[src/rtl/alu_pipe_pkg.sv]
// Shared opcode encoding, default widths and credit rule for the pipelined ALU.
package alu_pipe_pkg;

   typedef enum bit [2:0] {
      NO_OP,
      ADD_OP,
      AND_OP,
      XOR_OP,
      MUL_OP,
      SUB_OP,
      ILL_OP,
      FLUSH_OP
   } alu_op_e;

   localparam int DEF_OP_WIDTH   = 8;
   localparam int DEF_LATENCY    = 5;
   localparam int DEF_FIFO_DEPTH = 8;
   localparam int DEF_TAG_WIDTH  = 4;

   // NOP and FLUSH never produce a result, so they never hold a FIFO slot.
   function automatic logic op_consumes_credit(input alu_op_e op);
      return (op != NO_OP) && (op != FLUSH_OP);
   endfunction

endpackage

[src/rtl/alu_pipe_fifo.sv]
// Result FIFO with a registered output stage (not fall-through), flush input and
// an occupancy count that includes the output register.
module alu_pipe_fifo #(
   parameter int WIDTH = 8,
   parameter int DEPTH = 8,
   parameter int CNT_W = $clog2(DEPTH + 2)
) (
   input  logic             clk,
   input  logic             rst,
   input  logic             flush,
   input  logic             push,
   input  logic [WIDTH-1:0] din,
   input  logic             pop,
   output logic [WIDTH-1:0] dout,
   output logic             valid,
   output logic [CNT_W-1:0] count
);

   localparam int PTR_W = (DEPTH > 1) ? $clog2(DEPTH) : 1;

   logic [WIDTH-1:0] mem [DEPTH];
   logic [PTR_W-1:0] wr_ptr;
   logic [PTR_W-1:0] rd_ptr;
   logic [CNT_W-1:0] mem_cnt;
   logic             load;

   function automatic logic [PTR_W-1:0] next_ptr(input logic [PTR_W-1:0] p);
      return (p == PTR_W'(DEPTH - 1)) ? '0 : p + 1'b1;
   endfunction

   // The output register refills from storage whenever it is empty or being popped.
   assign load  = (mem_cnt != '0) && (!valid || pop);
   assign count = mem_cnt + CNT_W'(valid);

   // NOTE: storage words carry no reset; pointers and count decide which words are live.
   always_ff @(posedge clk) begin
      if (push) mem[wr_ptr] <= din;
   end

   always_ff @(posedge clk) begin
      if (rst || flush) begin
         wr_ptr  <= '0;
         rd_ptr  <= '0;
         mem_cnt <= '0;
         valid   <= 1'b0;
         dout    <= '0;
      end else begin
         if (push) wr_ptr <= next_ptr(wr_ptr);
         if (load) begin
            rd_ptr <= next_ptr(rd_ptr);
            dout   <= mem[rd_ptr];
            valid  <= 1'b1;
         end else if (pop) begin
            valid <= 1'b0;
         end
         case ({push, load})
            2'b10:   mem_cnt <= mem_cnt + 1'b1;
            2'b01:   mem_cnt <= mem_cnt - 1'b1;
            default: mem_cnt <= mem_cnt;
         endcase
      end
   end

endmodule

[src/rtl/alu_pipe.sv]
// Credit-controlled ALU: decode, LATENCY-stage result pipeline and output FIFO.
module alu_pipe
   import alu_pipe_pkg::*;
#(
   parameter int OP_WIDTH   = DEF_OP_WIDTH,
   parameter int LATENCY    = DEF_LATENCY,
   parameter int FIFO_DEPTH = DEF_FIFO_DEPTH,
   parameter int TAG_WIDTH  = DEF_TAG_WIDTH
) (
   input  logic                  clk,
   input  logic                  rst,
   input  logic                  in_valid,
   output logic                  in_ready,
   input  logic [2:0]            op,
   input  logic [OP_WIDTH-1:0]   a,
   input  logic [OP_WIDTH-1:0]   b,
   input  logic [TAG_WIDTH-1:0]  in_tag,
   output logic                  out_valid,
   input  logic                  out_ready,
   output logic [2*OP_WIDTH-1:0] out_result,
   output logic [TAG_WIDTH-1:0]  out_tag,
   output logic                  out_err,
   output logic                  busy
);

   localparam int RES_W  = 2 * OP_WIDTH;
   localparam int CRED_W = $clog2(FIFO_DEPTH + 1);
   localparam int CNT_W  = $clog2(FIFO_DEPTH + 2);
   localparam logic [CRED_W-1:0] CREDIT_MAX = CRED_W'(FIFO_DEPTH);

   typedef struct packed {
      logic                 err;
      logic [TAG_WIDTH-1:0] tag;
      logic [RES_W-1:0]     res;
   } entry_t;

   alu_op_e               op_e;
   logic                  run_q;
   logic                  flush_q;
   logic [CRED_W-1:0]     credits;
   logic                  accept;
   logic                  take_credit;
   logic                  take_flush;
   logic                  pop;
   logic [OP_WIDTH:0]     sum_w;
   logic [OP_WIDTH:0]     diff_w;
   logic [RES_W-1:0]      result;
   logic                  err;
   logic [LATENCY-1:0]    stg_vld;
   entry_t                stg [LATENCY];
   entry_t                fifo_out;
   logic [CNT_W-1:0]      fifo_count;

   assign op_e = alu_op_e'(op);

   // in_ready depends only on registers: it never looks at in_valid or out_ready.
   assign in_ready    = run_q && !flush_q && (credits < CREDIT_MAX);
   assign accept      = in_valid && in_ready;
   assign take_credit = accept && op_consumes_credit(op_e);
   assign take_flush  = accept && (op_e == FLUSH_OP);
   assign pop         = out_valid && out_ready;

   assign sum_w  = {1'b0, a} + {1'b0, b};
   assign diff_w = {1'b0, a} - {1'b0, b};

   always_comb begin
      // NOTE: defaults come first so every path assigns result/err and no latch is inferred.
      result = '0;
      err    = 1'b0;
      case (op_e)
         ADD_OP:  result = {{(RES_W - OP_WIDTH - 1){1'b0}}, sum_w};
         AND_OP:  result = {{OP_WIDTH{1'b0}}, a & b};
         XOR_OP:  result = {{OP_WIDTH{1'b0}}, a ^ b};
         MUL_OP:  result = RES_W'(a) * RES_W'(b);
         SUB_OP:  result = {{(RES_W - OP_WIDTH - 1){1'b0}}, diff_w};
         ILL_OP:  err    = 1'b1;
         default: result = '0;
      endcase
   end

   // NOTE: state registers use <= so every flop sees pre-edge values regardless of block order.
   always_ff @(posedge clk) begin
      if (rst) begin
         run_q   <= 1'b0;
         flush_q <= 1'b0;
         credits <= '0;
      end else begin
         run_q   <= 1'b1;
         flush_q <= take_flush;
         if (flush_q)                   credits <= '0;
         else if (take_credit && !pop)  credits <= credits + 1'b1;
         else if (!take_credit && pop)  credits <= credits - 1'b1;
      end
   end

   always_ff @(posedge clk) begin
      if (rst || flush_q) begin
         stg_vld <= '0;
      end else begin
         stg_vld[0] <= take_credit;
         for (int i = 1; i < LATENCY; i++) stg_vld[i] <= stg_vld[i-1];
      end
   end

   // Payload only matters where the matching valid bit is set.
   always_ff @(posedge clk) begin
      stg[0] <= '{err: err, tag: in_tag, res: result};
      for (int i = 1; i < LATENCY; i++) stg[i] <= stg[i-1];
   end

   alu_pipe_fifo #(
      .WIDTH ($bits(entry_t)),
      .DEPTH (FIFO_DEPTH),
      .CNT_W (CNT_W)
   ) u_fifo (
      .clk   (clk),
      .rst   (rst),
      .flush (flush_q),
      .push  (stg_vld[LATENCY-1]),
      .din   (stg[LATENCY-1]),
      .pop   (pop),
      .dout  (fifo_out),
      .valid (out_valid),
      .count (fifo_count)
   );

   assign out_result = fifo_out.res;
   assign out_tag    = fifo_out.tag;
   assign out_err    = fifo_out.err;
   assign busy       = (|stg_vld) || (fifo_count != '0);

endmodule

[config.mk]
export PLATFORM = sky130hd
export DESIGN_NAME = alu_pipe
export DESIGN_NICKNAME = d
export VERILOG_FILES = /design/src/rtl/alu_pipe_pkg.sv /design/src/rtl/alu_pipe_fifo.sv /design/src/rtl/alu_pipe.sv
export SDC_FILE = /design/constraint.sdc
export NUM_CORES = 1
export LEC_CHECK = 0
export ABC_AREA = 1
export CAP_MARGIN = 20
export CORE_UTILIZATION = 66
export CTS_CLUSTER_DIAMETER = 150
export DETAILED_ROUTE_END_ITERATION = 10
export HOLD_SLACK_MARGIN = 0.06
export PLACE_DENSITY = 0.95
export RECOVER_POWER = 50
export SLEW_MARGIN = 20
export SYNTH_ARGS = -nofsm -noshare
export SYNTH_HDL_FRONTEND = slang
export SYNTH_HIERARCHICAL = 1
export SYNTH_SLANG_ARGS = --single-unit
[constraint.sdc]
create_clock -name clk -period 8.1 [get_ports clk]
set_input_delay 1.62 -clock clk [delete_from_list [all_inputs] [get_ports clk]]
set_output_delay 1.62 -clock clk [all_outputs]
set_load 0.1 [all_outputs]
Word-level counts from Yosys, hierarchy flattened
Memory sizes are Yosys's and may differ from the RTL's. A register that Yosys moved wholly into a read port is not among the register bits.
Cells that the tools add are included.
- bits in writable memories: 273
- ROM bits: 0
- bits of input ports: 27
- memories kept: 2
- latch bits: 0
- output and inout port bits: 24
- bits in registers: 22
- logic and storage cells: 72
- memory list (name ; words ; width ; rd ports ; clocked after memory_dff ; write ports ; line ; text):
    u_fifo.mem ; 8 ; 21 ; 1 ; 1 ; 1 ; alu_pipe_fifo.sv:21 ; logic [WIDTH-1:0] mem [DEPTH];
    stg ; 5 ; 21 ; 5 ; 0 ; 5 ; alu_pipe.sv:50 ; entry_t stg [LATENCY];
- multiplexer cells: 12
- $lt $le $gt $ge: 1
- shift-type cells: 0
- multiply operators: 1
- reduce and logical (&&, ||, !) cells: 25
- $add $sub $neg: 9
- bitwise gates (word level): 2
- equality and inequality tests: 12
- divide/modulo/power cells: 0
- operators by type and width (cell ; number):
    $pmux 16 s5 ; 1
    $eq 3x3->1 const B ; 6
    $mul 8x8->16 ; 1
    $logic_and 1x1->1 ; 10
    $add 8x8->9 ; 1
    $sub 8x8->9 ; 1
    $add 4x1->4 const B ; 2
    $and 8x8->8 ; 1
    $mux 4 ; 2
    $pmux 4 s2 ; 1
    $reduce_bool 4->1 ; 2
    $sub 4x1->4 const B ; 2
    $xor 8x8->8 ; 1
    $add 3x1->3 const B ; 2
    $eq 3x2->1 const B ; 2
    $mux 1 ; 6
    $mux 3 ; 2
    $reduce_bool 2->1 ; 3
    $reduce_or 5->1 ; 1
    $add 4x1->4 ; 1
    $logic_not 1->1 ; 4
    $lt 4x4->1 const B ; 1
    $eq 3x1->1 const B ; 1
    $logic_or 1x1->1 ; 3
    5 further kinds ; 5

Depth between registers and ports, before layout
Gate-level depths: netlist (run 1).
- word-level depth: 9
- mapped depth: 21
- gate-level depth less buffers: 20

By module
The synthesis (run 1) kept the hierarchy.
- modules (own cells, without submodules) (module ; area each (sq um) ; sequential area each (sq um) ; cells an instance ; instances):
    alu_pipe_fifo ; 8569.5 ; 5685.5 ; 855 ; 1
    alu_pipe ; 5849.4 ; 2322.2 ; 692 ; 1

Least setup slack after synthesis (run 1)
OpenSTA, ideal clock, no wires.
- path kind: input-to-reg
- start: input port b[7]
- end: memory stg[0][12] (netlist name)
- slack: 3003 ps
- library setup time: 113 ps
- arrival: 4984 ps
- stages on the path: 18
- data required time: 7987 ps
- path buffers: 1
- cell sequence: clkbuf_1 nand2_1 fa_1 fa_1 inv_1 fa_1 inv_1 fa_1 inv_1 ha_1 nand2_1 nand2_1 inv_1 nand2_1 nand2_1 nand3_1 nor2_1 nor2_1
- RTL lines (element ; line ; text):
    start: declaration ; alu_pipe.sv:16 ; input logic [OP_WIDTH-1:0] b,
    end: declaration ; alu_pipe.sv:50 ;

==> out/metrics.cfg, run 1 <==
[clocking]
cts_buffers = 28
clk_pin_slew_worst_paths_ns = 0.06
cts_root_buffer = clkbuf_16
cts_buffer_depth = 3
cts_setup_buffers = 0
cts_hold_buffers = 0
cts_max_level = 1
insertion_delay_ns = 0.56
cts_tree = done
clock_sinks = 316
ctsResizeCount = 0

[timing]
hold_violations = 0
setup_violations = 0
report.final.slew_viol_count = 0
finClkSkew_ns = 0.0268
timing.final.ws_setup_ns = 2.77
grt_setup_unrepaired = no
setup_tns_ns = 0
relSlewSlack = 0.214
min_period_ns = 5.33
post-route-period-util = 0.658
tightest_slew_ns = 1.18
max_freq_mhz = 188

[place]
hpwl_mm = 20.2
io_buffers = 50
gp_congestion = 0.873
preCtsSetupSlack_ns = 2.22

[synth]
postSynthCellCount = 1547
avgSynthCellArea_um2 = 9.32
ys_seq_area_frac = 0.555
yosysUniqueCellTypes = 36
syn_nets = 1677
yosys_warnings = 6
syn_area_um2 = 14400
yosys_register_bits = 316

[final_layout]
multi_input_area_um2 = 4840
antenna_cells = 0
final-seq-area_um2 = 8010
finalNetCount = 1721
areaGrowthSynthToFinish_pct = 11.0
n_fill_cell = 1210
drive_above_1_share = 0.0496

[global_routing]
grt_max_degree = 88
grt_pass1_vias = 10700
track_usage = 0.318
grt_pass1_wl_mm = 54.2
antenna_found_initial = 0
grt_overflow = 0

[drt]
topRoutingLayerUsed = met4
ant_nets = 0
drcViolationCount = 0
drt-initial-drc-count = 1203
wl_met2_mm = 18.0
wl_mm = 34.9
routedWlPerCell_um = 18.5
viasPerCell = 5.71
vias = 10800
drtPass1Iterations = 6
dr_wl_met3_mm = 3.16
wl_met1_mm = 12.4

[die]
die_area_um2 = 22400
core_area_um2 = 21200
die_w_um = 150
ios = 51
die_y_um = 150
start_util = 0.679
fp-row-count = 53

[setup_path]
r2r-start = u_fifo/valid$_SDFFE_PP0P_
critPathMostFrequentCell = nand2_1
critPathLaunchType = primary input
path_delay_family = adder cells
path_buf_inv = 4
cp.depth = 18
crit_path_cell_trace = clkdlybuf4s50_1, ha_1, fa_1, fa_1, fa_1, inv_1, fa_1, inv_1, ha_1, nand2_1, inv_1, nand2_1, nand2_1, nand2_1, nand3_1, nand2_1, nand2_1, nor2_1
worst_setup_path_end_kind = register
worst_path_largest_cell_delay_ns = 0.61
r2r_cells = 15
critPathRequiredTime_ns = 8.57
crit_start = a[4]
arrival_ns = 5.80
cp_max_fo = 9
critical_path_class = in2reg
cpMaxStageDelayCell = clkdlybuf4s50_1

[power]
switching_share = 0.383
p_comb_frac = 0.349
p_per_area_nw_per_um2 = 309
intPower_w = 0.00306
p_sw_w = 0.00189
pwr-share-clk = 0.260
p_leak_nw = 7.71
peakVddDrop_mv = 0.154
p_total_w = 0.00495
seq_power_share = 0.391

[status]
status = completed

[hold_path]
hold_path_depth = 0
hp-start = stg[0][47]$_DFF_P_
hp-class = reg2reg

[flow_run]
maxCapViolCount = 0

-- layout make-up --
cell class                 instances  share of cell area
multi-input combinational        830               0.302
clock buffer                      39              0.0496
inverter                         351              0.0823
sequential                       316               0.500
clock inverter                    13             0.00602
timing repair buffer              64              0.0378
tap                              275              0.0215
-- logic make-up after synthesis --
kind of cell / after synthesis / synth area share
AND/OR/NAND/NOR: 635 / 0.187
buffers and inverters: 401 / 0.110
adder cells (fa/ha/maj): 103 / 0.109
XOR/XNOR: 17 / 0.0103
AO/OA/AOI/OAI: 75 / 0.0281
flip-flops: 316 / 0.555
-- stage by stage --
step | util | instance area [um^2] | cells | hold WS (ns)
CTS | 0.754 | 16000 | 1888 | 0.323
detailed placement | 0.712 | 15100 | 1836 | 0.312
floorplan | - | 14400 | 1547 | 0.310
global placement | 0.712 | 15100 | 1836 | 0.310
global route | 0.754 | 16000 | 1888 | 0.328
finish | 0.754 | 16000 | 1888 | 0.320
-- path summary, 6_finish.rpt --
kind | end | slack [ns]
min reg2reg | stg[0][68]$_DFF_P_ | 0.32
max reg2reg | u_fifo/mem_cnt[2]$_SDFFE_PP0P_ | 4.94
max | stg[0][13]$_DFF_P_ | 2.77
min | stg[0][68]$_DFF_P_ | 0.32
-- placed cells by master (no fill, tap or decap), types with 11 or more instances in the layout --
master,n
nand2_1,379
inv_1,344
nand3_1,183
edfxtp_1,168
dfxtp_1,147
ha_1,65
a21oi_1,48
clkdlybuf4s50_1,48
nor2_1,43
fa_1,38
clkbuf_16,30
o21ai_0,15
buf_4,14
xor2_1,11
-- power groups by stage --
stage          clock network, W  logic (W)  registers, W
3_5_place_dp                  0    0.00163       0.00196
6_report                0.00129    0.00173       0.00194
4_1_cts                 0.00129    0.00169       0.00193
2_1_floorplan                 0    0.00104       0.00217
3_3_place_gp                  0    0.00156       0.00195
5_1_grt                 0.00135    0.00186       0.00194
-- layer usage --
layer,GRT usage,vias to the layer above
met5,0,-
met4,0.149,0
met3,0.0445,146
met2,0.571,681
met1,0.375,5068
li1,-,4894
-- state kept, by name, indices dropped and copies added, names as in the netlist --
name and flops:
u_fifo/dout 21, credits 4, run_q 1, stg 105, u_fifo/valid 1, stg_vld 5, flush_q 1, u_fifo/wr_ptr 3
u_fifo/mem_cnt 4, u_fifo/rd_ptr 3, u_fifo/mem 168
-- cell usage after synthesis --
library cell    n  area share
nand2_1       379       0.099
buf_4           6      0.0031
nand2_2         1     0.00043
xnor2_1         6      0.0036
fa_1           38       0.053
buf_2          19      0.0066
buf_6           5      0.0039
a21oi_1        48       0.017
a22oi_1         4      0.0021
o211a_1         1     0.00069
buf_1           1     0.00026
o21bai_1        1     0.00052
nor2_1         51       0.013
xor2_1         11      0.0067
o211ai_1        1     0.00052
clkbuf_1       19      0.0049
clkinv_1        1     0.00026
nor3_1          4      0.0014
or2_2           2     0.00087
o21ai_2         2      0.0012
nor2_8          1      0.0014
o21ai_1         2     0.00069
nand3b_1        4      0.0021
or2_1           1     0.00043
nor3_2          2      0.0014
nor2_4          1     0.00078
inv_2           6      0.0016
o21ai_0        15      0.0052
dfxtp_1       148        0.21
nand4_1         5      0.0022
edfxtp_1      168        0.35
ha_1           65       0.056
a21o_1          1     0.00052
nor4_1          1     0.00043
inv_1         344       0.090
nand3_1       183       0.064
Note: power is estimated with default switching activity, not from simulation.
==> run 2, diff against run 1 <==
CORE_UTILIZATION = 55   (was 66)
PLACE_DENSITY = 0.86   (was 0.95)
clock period = 4.7 ns   (was 8.1 ns; I/O delays follow)
==> out/metrics.cfg, run 2 (synthesis results as in run 1) <==
[status]
status = completed

[setup_path]
critPathRequiredTime_ns = 5.13  ; -3.44 ns
worst_path_largest_cell_delay_ns = 0.56  ; -0.05 ns
crit_path_cell_trace = clkdlybuf4s50_1, ha_1, fa_1, fa_1, fa_1, inv_1, fa_1, inv_1, ha_1, nand2_1, inv_1, a21oi_1, nand2_1, o21ai_0, a21oi_1
cp_max_fo = 7  ; -2
arrival_ns = 4.90  ; -0.90 ns
r2r_setup_slack_ns = 2.32  ; -2.62 ns
cpMaxStageDelayCell = fa_1
path_buf_inv = 4  ; unchanged
critPathLaunchType = primary input
worst_setup_path_end_kind = register
path_delay_family = adder cells
critPathMostFrequentCell = fa_1
critical_path_class = in2reg

[power]
pwr-share-clk = 0.270  ; +0.010
switching_share = 0.373  ; -0.00955
seq_power_share = 0.387  ; -0.004
p_leak_nw = 7.87  ; +2.1%
p_total_w = 0.00860  ; +74%
p_per_area_nw_per_um2 = 526  ; +70%
peakVddDrop_mv = 0.471  ; +200%
p_comb_frac = 0.343  ; -0.006
p_sw_w = 0.00321  ; +69%
intPower_w = 0.00539  ; +76%

[hold_path]
hp-class = reg2reg

[drt]
vias = 10300  ; -4.3%
wl_mm = 31.1  ; -11%
routedWlPerCell_um = 15.8  ; -15%
ant_nets = 0  ; unchanged
drt-initial-drc-count = 901  ; -25%
drtPass1Iterations = 6  ; unchanged
drcViolationCount = 0  ; unchanged
viasPerCell = 5.25  ; -8.2%

[global_routing]
antenna_found_initial = 0  ; unchanged
grt_pass1_wl_mm = 49.6  ; -8.6%
track_usage = 0.237  ; -0.0806
grt_pass1_vias = 10400  ; -2.5%
grt_overflow = 0  ; unchanged
grt_max_degree = 87  ; -1.1%

[final_layout]
drive_above_1_share = 0.0696  ; +0.0200
antenna_cells = 0  ; unchanged
finalNetCount = 1746  ; +1.5%
areaGrowthSynthToFinish_pct = 13.4
largest_reg_flops = 168  ; unchanged
most-common-layout-cells = nand2_1 (379), inv_1 (344), nand3_1 (183)
top_regs = u_fifo/mem x168, stg x105, u_fifo/dout x21
final_common_cell = nand2_1
top_register = u_fifo/mem
final_area_um2 = 16300  ; +2.1%

[clocking]
clk_pin_slew_worst_paths_ns = 0.07  ; about the same
cts_tree = done
cts_root_buffer = clkbuf_16
clock_sinks = 316  ; unchanged
insertion_delay_ns = 0.54  ; -0.02 ns
cts_buffers = 28  ; unchanged
cts_max_level = 1  ; unchanged
cts_hold_buffers = 0  ; unchanged
ctsResizeCount = 0  ; unchanged
cts_buffer_depth = 3  ; unchanged
cts_setup_buffers = 0  ; unchanged

[timing]
tightest_slew_ns = 1.09  ; -0.0847 ns
hold_violations = 0  ; unchanged
setup_tns_ns = 0  ; unchanged
setup_violations = 0  ; unchanged
max_freq_mhz = 223
relSlewSlack = 0.270  ; +0.0566
whs_ns = 0.323  ; +0.00274 ns
grt_setup_unrepaired = no
post-route-period-util = 0.952
finClkSkew_ns = 0.00908  ; -0.0178 ns
timing.final.ws_setup_ns = 0.224  ; -2.55 ns
report.final.slew_viol_count = 0  ; unchanged
min_period_ns = 4.48

[die]
ios = 51  ; unchanged
fp-row-count = 58  ; +9.4%
die_area_um2 = 26900  ; +20%
core_area_um2 = 25500  ; +20%
start_util = 0.566  ; -0.113
die_y_um = 164  ; +9.4%
die_w_um = 164  ; +9.4%

[place]
preCtsSetupSlack_ns = -0.291  ; -2.51 ns
gp_congestion = 0.924  ; +5.8%
hpwl_mm = 19.1  ; -5.6%
dpl_cell_area_um2 = 15400  ; +1.8%
io_buffers = 50  ; unchanged

[flow_run]
maxCapViolCount = 0  ; unchanged

run 2: power by group through the flow:
stage               registers (W)  logic, W  clock network [W]
finish                    0.00333   0.00295            0.00232
global route              0.00335   0.00323            0.00247
CTS                       0.00333   0.00292            0.00235
detailed placement        0.00338   0.00287                  0
global placement          0.00336   0.00275                  0
floorplan                 0.00374   0.00180                  0
run 2: through the flow:
stage          cells   util
6_report        1968  0.642
5_1_grt         1968  0.642
4_1_cts         1968  0.642
3_5_place_dp    1916  0.604
3_3_place_gp    1916  0.604
2_1_floorplan   1547      -
run 2: final cells by class:
cell class,count,area (um^2)
fill,1830,9120
sequential,316,8010
multi-input combinational,830,4850
inverter,351,1320
timing repair buffer,89,793
clock buffer,31,764
tap,330,413
clock inverter,21,200
run 2: per-layer routing:
layer | part of all wire | wire length [um] | global-route usage | vias to the layer above
met5 | 0 | 0 | 0 | -
met1 | 0.37 | 11500 | 0.268 | 4744
li1 | - | - | - | 4942
met4 | 0.042 | 1310 | 0.133 | 0
met3 | 0.076 | 2350 | 0.0346 | 118
met2 | 0.51 | 15900 | 0.428 | 520
run 2: worst paths after layout:
path                                                       end  cells past startpoint                           start
worst max-delay path                        stg[0][10]$_DFF_P_                     15                            b[4]
worst min-delay path                        stg[0][38]$_DFF_P_                      0              stg[0][17]$_DFF_P_
worst max register to register  u_fifo/mem_cnt[2]$_SDFFE_PP0P_                     14  u_fifo/mem_cnt[1]$_SDFFE_PP0P_
worst min register to register              stg[0][38]$_DFF_P_                      0              stg[0][17]$_DFF_P_
